## src/rtl/param_sync_fifo.sv

```systemverilog
// Parametrised single-clock FIFO with selectable registered or first-word-fall-through read,
// threshold flags, occupancy count, synchronous flush and sticky overflow/underflow flags.
module param_sync_fifo #(
   parameter int DATA_W    = 32,
   parameter int DEPTH     = 8,
   parameter int AF_THRESH = DEPTH - 2,
   parameter int AE_THRESH = 2,
   parameter int FWFT      = 0
) (
   input  logic                         clk,
   input  logic                         rst,
   input  logic                         flush,
   input  logic                         write,
   input  logic [DATA_W-1:0]            wData,
   input  logic                         read,
   output logic [DATA_W-1:0]            rdData,
   output logic                         rdValid,
   output logic                         empty,
   output logic                         full,
   output logic                         almost_full,
   output logic                         almost_empty,
   output logic [$clog2(DEPTH+1)-1:0]   count,
   output logic                         overflow,
   output logic                         underflow
);

   localparam int AW = $clog2(DEPTH);
   localparam int CW = $clog2(DEPTH + 1);

   logic [DATA_W-1:0] mem_q [DEPTH];

   logic [AW-1:0]     wr_ptr_q, wr_ptr_d;
   logic [AW-1:0]     rd_ptr_q, rd_ptr_d;
   logic [CW-1:0]     count_q, count_d;
   logic [DATA_W-1:0] rd_data_q, rd_data_d;
   logic              rd_valid_q, rd_valid_d;
   logic              ovf_q, ovf_d;
   logic              udf_q, udf_d;

   logic              empty_w, full_w;
   logic              rd_acc, wr_acc;

   assign empty_w = (count_q == '0);
   assign full_w  = (count_q == CW'(DEPTH));

   // Flush suppresses both accepts so nothing moves and no error flag is raised that cycle.
   assign rd_acc = read & ~empty_w & ~flush;
   assign wr_acc = write & (~full_w | rd_acc) & ~flush;

   always_comb begin
      wr_ptr_d   = wr_ptr_q;
      rd_ptr_d   = rd_ptr_q;
      count_d    = count_q;
      rd_data_d  = rd_data_q;
      rd_valid_d = 1'b0;
      ovf_d      = ovf_q;
      udf_d      = udf_q;

      if (flush) begin
         wr_ptr_d = '0;
         rd_ptr_d = '0;
         count_d  = '0;
         ovf_d    = 1'b0;
         udf_d    = 1'b0;
      end else begin
         if (wr_acc) wr_ptr_d = wr_ptr_q + AW'(1);
         if (rd_acc) rd_ptr_d = rd_ptr_q + AW'(1);

         if (wr_acc && !rd_acc)      count_d = count_q + CW'(1);
         else if (rd_acc && !wr_acc) count_d = count_q - CW'(1);

         if (rd_acc && (FWFT == 0)) begin
            rd_data_d  = mem_q[rd_ptr_q];
            rd_valid_d = 1'b1;
         end

         if (write && !wr_acc) ovf_d = 1'b1;
         if (read && empty_w)  udf_d = 1'b1;
      end
   end

   always_ff @(posedge clk or negedge rst) begin
      if (!rst) begin
         wr_ptr_q   <= '0;
         rd_ptr_q   <= '0;
         count_q    <= '0;
         rd_data_q  <= '0;
         rd_valid_q <= 1'b0;
         ovf_q      <= 1'b0;
         udf_q      <= 1'b0;
      end else begin
         wr_ptr_q   <= wr_ptr_d;
         rd_ptr_q   <= rd_ptr_d;
         count_q    <= count_d;
         rd_data_q  <= rd_data_d;
         rd_valid_q <= rd_valid_d;
         ovf_q      <= ovf_d;
         udf_q      <= udf_d;
      end
   end

   // Storage is intentionally not reset.
   always_ff @(posedge clk) begin
      if (wr_acc) mem_q[wr_ptr_q] <= wData;
   end

   assign rdData       = (FWFT != 0) ? mem_q[rd_ptr_q] : rd_data_q;
   assign rdValid      = (FWFT != 0) ? ~empty_w : rd_valid_q;
   assign empty        = empty_w;
   assign full         = full_w;
   assign almost_full  = (count_q >= CW'(AF_THRESH));
   assign almost_empty = (count_q <= CW'(AE_THRESH));
   assign count        = count_q;
   assign overflow     = ovf_q;
   assign underflow    = udf_q;

endmodule

```

## config.mk

```make
export PLATFORM = sky130hd
export DESIGN_NAME = param_sync_fifo
export DESIGN_NICKNAME = d
export VERILOG_FILES = /design/src/rtl/param_sync_fifo.sv
export SDC_FILE = /design/constraint.sdc
export NUM_CORES = 1
export LEC_CHECK = 0
export BUFFER_PORTS_ARGS = -buffer_cell sky130_fd_sc_hd__buf_4
export CORE_MARGIN = 2
export CORE_UTILIZATION = 57
export DETAILED_ROUTE_END_ITERATION = 16
export PLACE_DENSITY_LB_ADDON = 0.25
export SLEW_MARGIN = 10
export SYNTH_ARGS = -nofsm -noshare
export SYNTH_HDL_FRONTEND = slang
export SYNTH_SLANG_ARGS = --single-unit
```

## constraint.sdc

```tcl
create_clock -name clk -period 6.4 [get_ports clk]
set_input_delay 0.96 -clock clk [delete_from_list [all_inputs] [get_ports clk]]
set_output_delay 0.96 -clock clk [all_outputs]
set_load 0.02 [all_outputs]
```

**Word-level counts from Yosys, hierarchy flattened**

Memories as Yosys holds them, arrays and structs flattened. A register that Yosys moved wholly into a read port is not among the register bits.
Cells that the tools add are included.

- Flip-flop bits (word level): 13
- Bits in read-only memories: 0
- Memories: 1
- Output and inout bits: 43
- Bits in latches: 0
- Logic and storage cells: 51
- Input bits: 37
- RAM bits: 256

- Bitwise operators: 8
- Mux-type cells: 15
- Shift operators: 0
- Add/subtract/negate cells: 4
- Magnitude comparators: 2
- Div/mod/pow operators: 0
- Equal/unequal tests: 1
- $mul: 0
- Reductions and logical operators: 14

Memories:

| memory | depth | width | rd ports | clocked after memory_dff | write ports | RTL line | RTL |
|---|---|---|---|---|---|---|---|
| mem_q | 8 | 32 | 1 | 1 | 1 | 30 | `logic [DATA_W-1:0] mem_q [DEPTH];` |

Operators with widths:

| operator | count |
|---|---|
| $mux W3 | 4 |
| $mux W4 | 3 |
| $mux W1 | 8 |
| $reduce_bool A2 Y1 | 4 |
| $add A3 B1 Y3 const B | 2 |
| $add A4 B1 Y4 const B | 1 |
| $and A1 B1 Y1 | 4 |
| $eq A4 B4 Y1 const B | 1 |
| $ge A4 B3 Y1 const B | 1 |
| $le A4 B2 Y1 const B | 1 |
| $logic_and A1 B1 Y1 | 4 |
| $logic_not A4 Y1 | 1 |
| $sub A4 B1 Y4 const B | 1 |
| $logic_not A1 Y1 | 3 |
| $not A1 Y1 | 3 |
| $reduce_bool A3 Y1 | 1 |
| $reduce_and A2 Y1 | 1 |
| $or A1 B1 Y1 | 1 |

**Longest topological paths before layout**

Gate-level depths: netlist of run 1.

- Depth after elaboration: 12
- Depth in mapped cells: 9
- Mapped depth without buffers: 8

**Worst setup path before layout of run 1**

No wires, ideal clock.

- Path type: input port to flip-flop
- From: input read
- To: memory mem_q[0][0], enable pin
- Stages: 3
- Path buffers: 1
- Slack: 1.116 ns
- Data arrival time: 4.771 ns
- Setup time: 0.513 ns
- Data required time: 5.887 ns
- Cells stage by stage: buf_1 > o21ai_4 > nor4b_1

- Word-level cells in the longest chain between the ends: 7

Ends and longest elaborated chain:

| what | RTL line | RTL |
|---|---|---|
| from (decl) | 15 | `input logic read,` |
| $and A1 B1 Y1 (2 in a row) | 47 | `assign rd_acc = read & ~empty_w & ~flush;` |
| $or A1 B1 Y1 | 48 | `assign wr_acc = write & (~full_w \| rd_acc) & ~flush;` |
| $and A1 B1 Y1 (2 in a row) | 48 |  |
| $mux W1 | 104 | `if (wr_acc) mem_q[wr_ptr_q] <= wData;` |
| $mux W1 (implied by the code) | 104 |  |
| to (decl) | 30 |  |

Every way passes these cells.

**Worst setup path after layout of run 1**

- From: register count_q[1], in the netlist count[1]
- To: output full

- Word-level cells in the longest chain between the ends: 1

Ends and longest elaborated chain:

| what | RTL line | RTL |
|---|---|---|
| from (decl) | 34 | `logic [CW-1:0] count_q, count_d;` |
| from (signal assigned) | 94 | `count_q <= count_d;` |
| $eq A4 B4 Y1 | 44 | `assign full_w = (count_q == CW'(DEPTH));` |
| to (decl) | 19 | `output logic full,` |

Every way passes these cells.

==> results of run 1 <==
[power breakdown]
| group | switching [uW] | total, uW | leakage (uW) | internal [uW] |
|---|---|---|---|---|
| logic | 621 | 1250 | 0.00117 | 624 |
| clock network | 700 | 1700 | 0.000474 | 1000 |
| registers | 174 | 2470 | 0.00283 | 2290 |
[layer usage]
metal  vias to the layer above  part of all wire
met1                      2957              0.42
met2                       149              0.52
li1                       2476                 -
met4                         0             0.015
met5                         -                 0
met3                        31             0.048
[cells by family (layout without fill, tap and decap cells)]
group / after synthesis / in the layout / synth area share
DFF: 301 / 301 / 0.763
xor gates and xnor gates: 7 / 7 / 0.00531
muxes: 99 / 99 / 0.155
AOI/OAI and AO/OA: 50 / 50 / 0.0262
and+or+nand+nor: 71 / 71 / 0.0284
adders and majority gates: 5 / 5 / 0.00606
buffers and inverters: 38 / 150 / 0.0163
[layout by cell type, fill, tap and decap left out, types with 4 or more instances in the layout]
master,synthesis,final
edfxtp_1,256,256
buf_4,5,90
mux4_2,64,64
nor2_1,50,47
dfrtp_1,45,42
mux2i_1,35,35
a21oi_1,35,35
clkbuf_16,0,29
clkinv_2,0,7
inv_1,6,6
clkbuf_1,8,5
nor3_2,0,4
xor2_1,4,4
ha_1,4,4
clkbuf_8,0,4
[sequential cells by signal, indices dropped and copies added (netlist names)]
signal	flops
rd_ptr_q	3
rdValid	1
underflow	1
rdData	32
count	4
overflow	1
wr_ptr_q	3
mem_q	256
[layout make-up]
cell class | instances | area [um^2] | share of cell area
clock buffers | 38 | 800 | 0.0595
multi-input cells | 232 | 2610 | 0.194
clock inverters | 16 | 165 | 0.0123
well taps | 270 | 338 | 0.0252
flip-flops and latches | 301 | 8820 | 0.657
repair buffers | 90 | 676 | 0.0503
inverters | 6 | 22.5 | 0.00168
[critical path: stages, from the launching register on]
cell	delay (ns)
dfrtp_1	0.50
or4b_4	0.64
inv_1	0.10
buf_4	0.14
[final timing paths]
path | from | to | slack (ns) | depth (start not counted)
worst max-delay path | count[1] | full | 3.51 | 3
worst min-delay path | rst | count[3] | 0.47 | 1
worst max register to register | count[1] | mem_q[5][12] | 3.81 | 3
worst min register to register | underflow | underflow | 0.50 | 2
max in group asynchronous | rst | rd_ptr_q[0] | 5.41 | 1
min in group clk | underflow | underflow | 0.50 | 2
[per-stage QoR]
stage / area [um^2] / hold WS [ns] / total power [uW] / cells / utilization
after floorplan: 11600 / 0.582 / 3370 / 571 / -
after global placement: 12500 / 0.492 / 3730 / 899 / 0.622
after detailed placement: 12500 / 0.499 / 3770 / 899 / 0.622
after CTS: 13400 / 0.494 / 5480 / 953 / 0.670
after global routing: 13400 / 0.514 / 5660 / 953 / 0.670
final: 13400 / 0.465 / 5410 / 953 / 0.670
==> flow_metrics.tcl, run 1 <==
set metrics [dict create \
    status "complete, no violations" \
    peakVddDrop_mv 0.242 \
    cts-root-buf "clkbuf_16" \
    period_share 0.451 \
    htree_levels 1 \
    endpoint_kind "output pin" \
    coreArea_mm2 0.0200 \
    drc 0 \
    ys_seq_area_frac 0.763 \
    antenna_found_initial 0 \
    fp-row-count 52 \
    gr-usage-met2 0.351 \
    avgSynthCellArea_um2 20.2 \
    postCtsSetupRepairBufs 0 \
    hold_viol_final 0 \
    ys_warn_count 0 \
    ys_top_cells_by_area "edfxtp_1, mux4_2, dfrtp_1" \
    min_period_ns 2.89 \
    cts.clk_slew.worst_paths_ns 0.06 \
    grt_max_degree 67 \
    vias_per_cell 5.89 \
    setup_tns_ns 0 \
    cts_tree "yes" \
    yosysTopAreaCellShare 0.665 \
    worst-slew-pin-transition_ns 1.14 \
    diodes 0 \
    p_per_area_mw_per_mm2 403 \
    dp_hpwl_um 11300 \
    drt-wirelength-per-cell_um 22.0 \
    busiest_layer "met2" \
    ant_nets 0 \
    fmax_mhz 347 \
    gr-total-overflow 0 \
    ys_seq_elements 301 \
    use_met1 0.280 \
    cp_max_fo 11 \
    fin_nets 702 \
    grt_util_met3 0.0325 \
    synth_area_mm2 0.0116 \
    start_kind "register" \
    firstDrtPassIters 4 \
    postCtsHoldBufs 0 \
    required_ns 5.44 \
    synth-edff-count 256 \
    drtIter0Drc 461 \
    die_area_mm2 0.0214 \
    hold_class "input port to asynchronous set/reset pin" \
    final.setup.worst_slack_ns 3.51 \
    drive_above_1_share 0.321 \
    syn-num-nets 613 \
    synth.distinct_cells 40 \
    grt_pass1_wl_um 33300 \
    num_vias 5613 \
    drv_cap 0 \
    cts.sinks 301 \
    drt_wl_total_um 20900 \
    p_leak_uw 0.00448 \
    synth_ff_type "edfxtp_1" \
    async_flop_share 0.150 \
    pre_cts_ws_ns 3.39 \
    port_buffers 79 \
    setup_viol 0 \
    max_slew_margin 0.236 \
    area_delta_synth_final_pct 16.2 \
    cts_resized 0 \
    yosysTopAreaCell "edfxtp_1" \
    cts_max_path_buffers 3 \
    grt_pass1_vias 5899 \
    io_pins 80 \
    die_h_um 146 \
    die_w_um 146 \
    skew_ns 0.0124 \
    track_usage 0.203 \
    ys_top_cells_by_count "edfxtp_1, mux4_2, nor2_1" \
    cts-buffers-inserted 29 \
    rsz0062_at_grt "no" \
    yosysMostFrequentCell "edfxtp_1" \
    synthCells 571 \
    slew_violations 0 \
    gp_congestion 0.786 \
    clk_latency_ns 0.53 \
    path_class "register to output pin" \
    start_util 0.577 \
    fillers 1341 \
    critPathArrivalTime_ns 1.93 \
]
No activity file was read; power rests on OpenSTA's default activity.
==> run 2: changes to the inputs <==
==> constraint.sdc (replaced) <==
create_clock -name clk -period 2.95 [get_ports clk]
set_input_delay 0.4425 -clock clk [delete_from_list [all_inputs] [get_ports clk]]
set_output_delay 0.4425 -clock clk [all_outputs]
set_load 0.02 [all_outputs]
==> run 2 against run 1 <==
Against the previous run: routed wire length increased by 2.4%; hold slack worse by 0.32 ns; sequential cell count unchanged; power is 120% higher; critical path depth is 4 higher; critical path type is now register to register; critical endpoint is now count[3].
==> flow_metrics.tcl, run 2 (synthesized netlist as in run 1, its figures left out) <==
set metrics [dict create \
    port_buffers 79 \
    drv_cap 0 \
    p_per_area_mw_per_mm2 865 \
    area_delta_synth_final_pct 17.3 \
    drtIter0Drc 388 \
    ant_nets 0 \
    power_switching_uw 3210 \
    num_vias 5635 \
    drc 0 \
    place_area_mm2 0.0126 \
    cts.sinks 301 \
    sw_frac_of_total 0.273 \
    start_util 0.577 \
    setup_viol 0 \
    clk_latency_ns 0.53 \
    peakVddDrop_mv 0.618 \
    skew_ns 0.0102 \
    grt_pass1_vias 6113 \
    io_pins 80 \
    antenna_found_initial 0 \
    rsz0062_at_grt "no" \
    period_share 0.845 \
    min_delay_worst_endpoint "mem_q[3][4]" \
    htree_levels 1 \
    grt_util_met3 0.0303 \
    status "complete, no violations" \
    postCtsSetupRepairBufs 0 \
    hold_class "input port to register" \
    path_class "register to register" \
    die_w_um 146 \
    die_area_mm2 0.0214 \
    cts_tree "yes" \
    grt_pass1_wl_um 34000 \
    track_usage 0.207 \
    hold_viol_final 0 \
    firstDrtPassIters 4 \
    largest_register_ffs 256 \
    grt_max_degree 46 \
    timing.rr.end "count[3]" \
    drive_above_1_share 0.325 \
    p_seq_frac 0.452 \
    gp_congestion 0.761 \
    gr-total-overflow 0 \
    r2r_cells 7 \
    r2r_slack_ns 0.46 \
    die_h_um 146 \
    min_from "wData[4]" \
    top_register "mem_q" \
    setup_tns_ns 0 \
    cts-buffers-inserted 29 \
    final_cell_mix "edfxtp_1, buf_4, mux4_2" \
    busiest_layer "met2" \
    min_period_ns 2.49 \
    fin_area_mm2 0.0136 \
    clock_power_share 0.304 \
    pwr-share-comb 0.244 \
    slew_violations 0 \
    endpoint_kind "register" \
    cts_max_path_buffers 3 \
    fp-row-count 52 \
    diodes 0 \
    reg2reg_from "count[1]" \
    final_core_util 0.676 \
    use_met1 0.286 \
    cts_resized 0 \
    critPathArrivalTime_ns 2.95 \
    dp_hpwl_um 12700 \
    max_slew_margin 0.450 \
    hold_depth 1 \
    drt-wirelength-per-cell_um 22.3 \
    postCtsHoldBufs 1 \
    worst-slew-pin-transition_ns 0.819 \
    drt_wl_total_um 21500 \
    start_kind "register" \
    gr-usage-met2 0.352 \
    required_ns 3.40 \
    vias_per_cell 5.86 \
    coreArea_mm2 0.0200 \
    p_leak_uw 0.00454 \
    cp_max_fo 11 \
    fin_nets 712 \
    fmax_mhz 401 \
    p_int_uw 8520 \
    cts-root-buf "clkbuf_16" \
    layout_commonest_cell "edfxtp_1" \
    cts.clk_slew.worst_paths_ns 0.06 \
]
-- run 2: cell types whose count changed in the layout (fill, tap and decap cells not counted), moves of 2 or more --
| cell | before | now |
|---|---|---|
| buf_12 | 0 | 4 |
| buf_4 | 90 | 95 |
| clkinvlp_4 | 2 | 0 |
| inv_6 | 2 | 0 |
| clkbuf_8 | 4 | 6 |
| clkbuf_1 | 5 | 8 |
-- run 2: layer usage --
layer / part of all wire / wire length [um] / vias to the layer above
met5: 0 / 0 / -
met4: 0.022 / 467 / 0
met3: 0.040 / 864 / 39
met2: 0.51 / 11000 / 143
met1: 0.42 / 9100 / 2956
li1: - / - / 2497
-- run 2: stage by stage --
step | worst slack [ns] | std cells | hold slack (ns) | total power [uW]
6_report | 0.458 | 962 | 0.141 | 11700
5_1_grt | 0.381 | 962 | 0.136 | 12200
4_1_cts | 0.451 | 962 | 0.121 | 11900
3_5_place_dp | 0.467 | 908 | 0.503 | 8290
3_3_place_gp | 0.522 | 908 | 0.507 | 8200
2_1_floorplan | -0.731 | 571 | 0.147 | 7310
-- run 2: worst max-delay path: stages, from the launching register on --
cell	delay (ns)
dfrtp_1	0.50
or4b_4	0.63
nand3_1	0.16
ha_1	0.27
a21o_1	0.18
a2111oi_0	0.40
o21ai_0	0.15
a21oi_1	0.13
-- run 2: worst max-delay path by stage --
stage	startpoint	endpoint	cells past startpoint
2_1_floorplan	count[3]	mem_q[2][0]	4
3_3_place_gp	count[1]	count[3]	7
3_5_place_dp	count[1]	count[3]	7
4_1_cts	count[1]	count[3]	7
5_1_grt	count[0]	mem_q[4][15]	4
6_report	count[1]	count[3]	7
-- run 2: area by class of cell --
| type | count | area (um^2) |
|---|---|---|
| multi-input cells | 232 | 2630 |
| clock inverters | 10 | 98.8 |
| well taps | 270 | 338 |
| fillers | 1276 | 6490 |
| flip-flops and latches | 301 | 8820 |
| inverters | 6 | 22.5 |
| clock buffers | 43 | 838 |
| repair buffers | 100 | 803 |
-- run 2: power groups by stage --
stage          sequential, uW  clock (uW)  combinational [uW]
2_1_floorplan            5520           0                1790
3_3_place_gp             5360           0                2830
3_5_place_dp             5400           0                2900
4_1_cts                  5310        3640                2920
5_1_grt                  5360        3810                3080
6_report                 5300        3560                2860
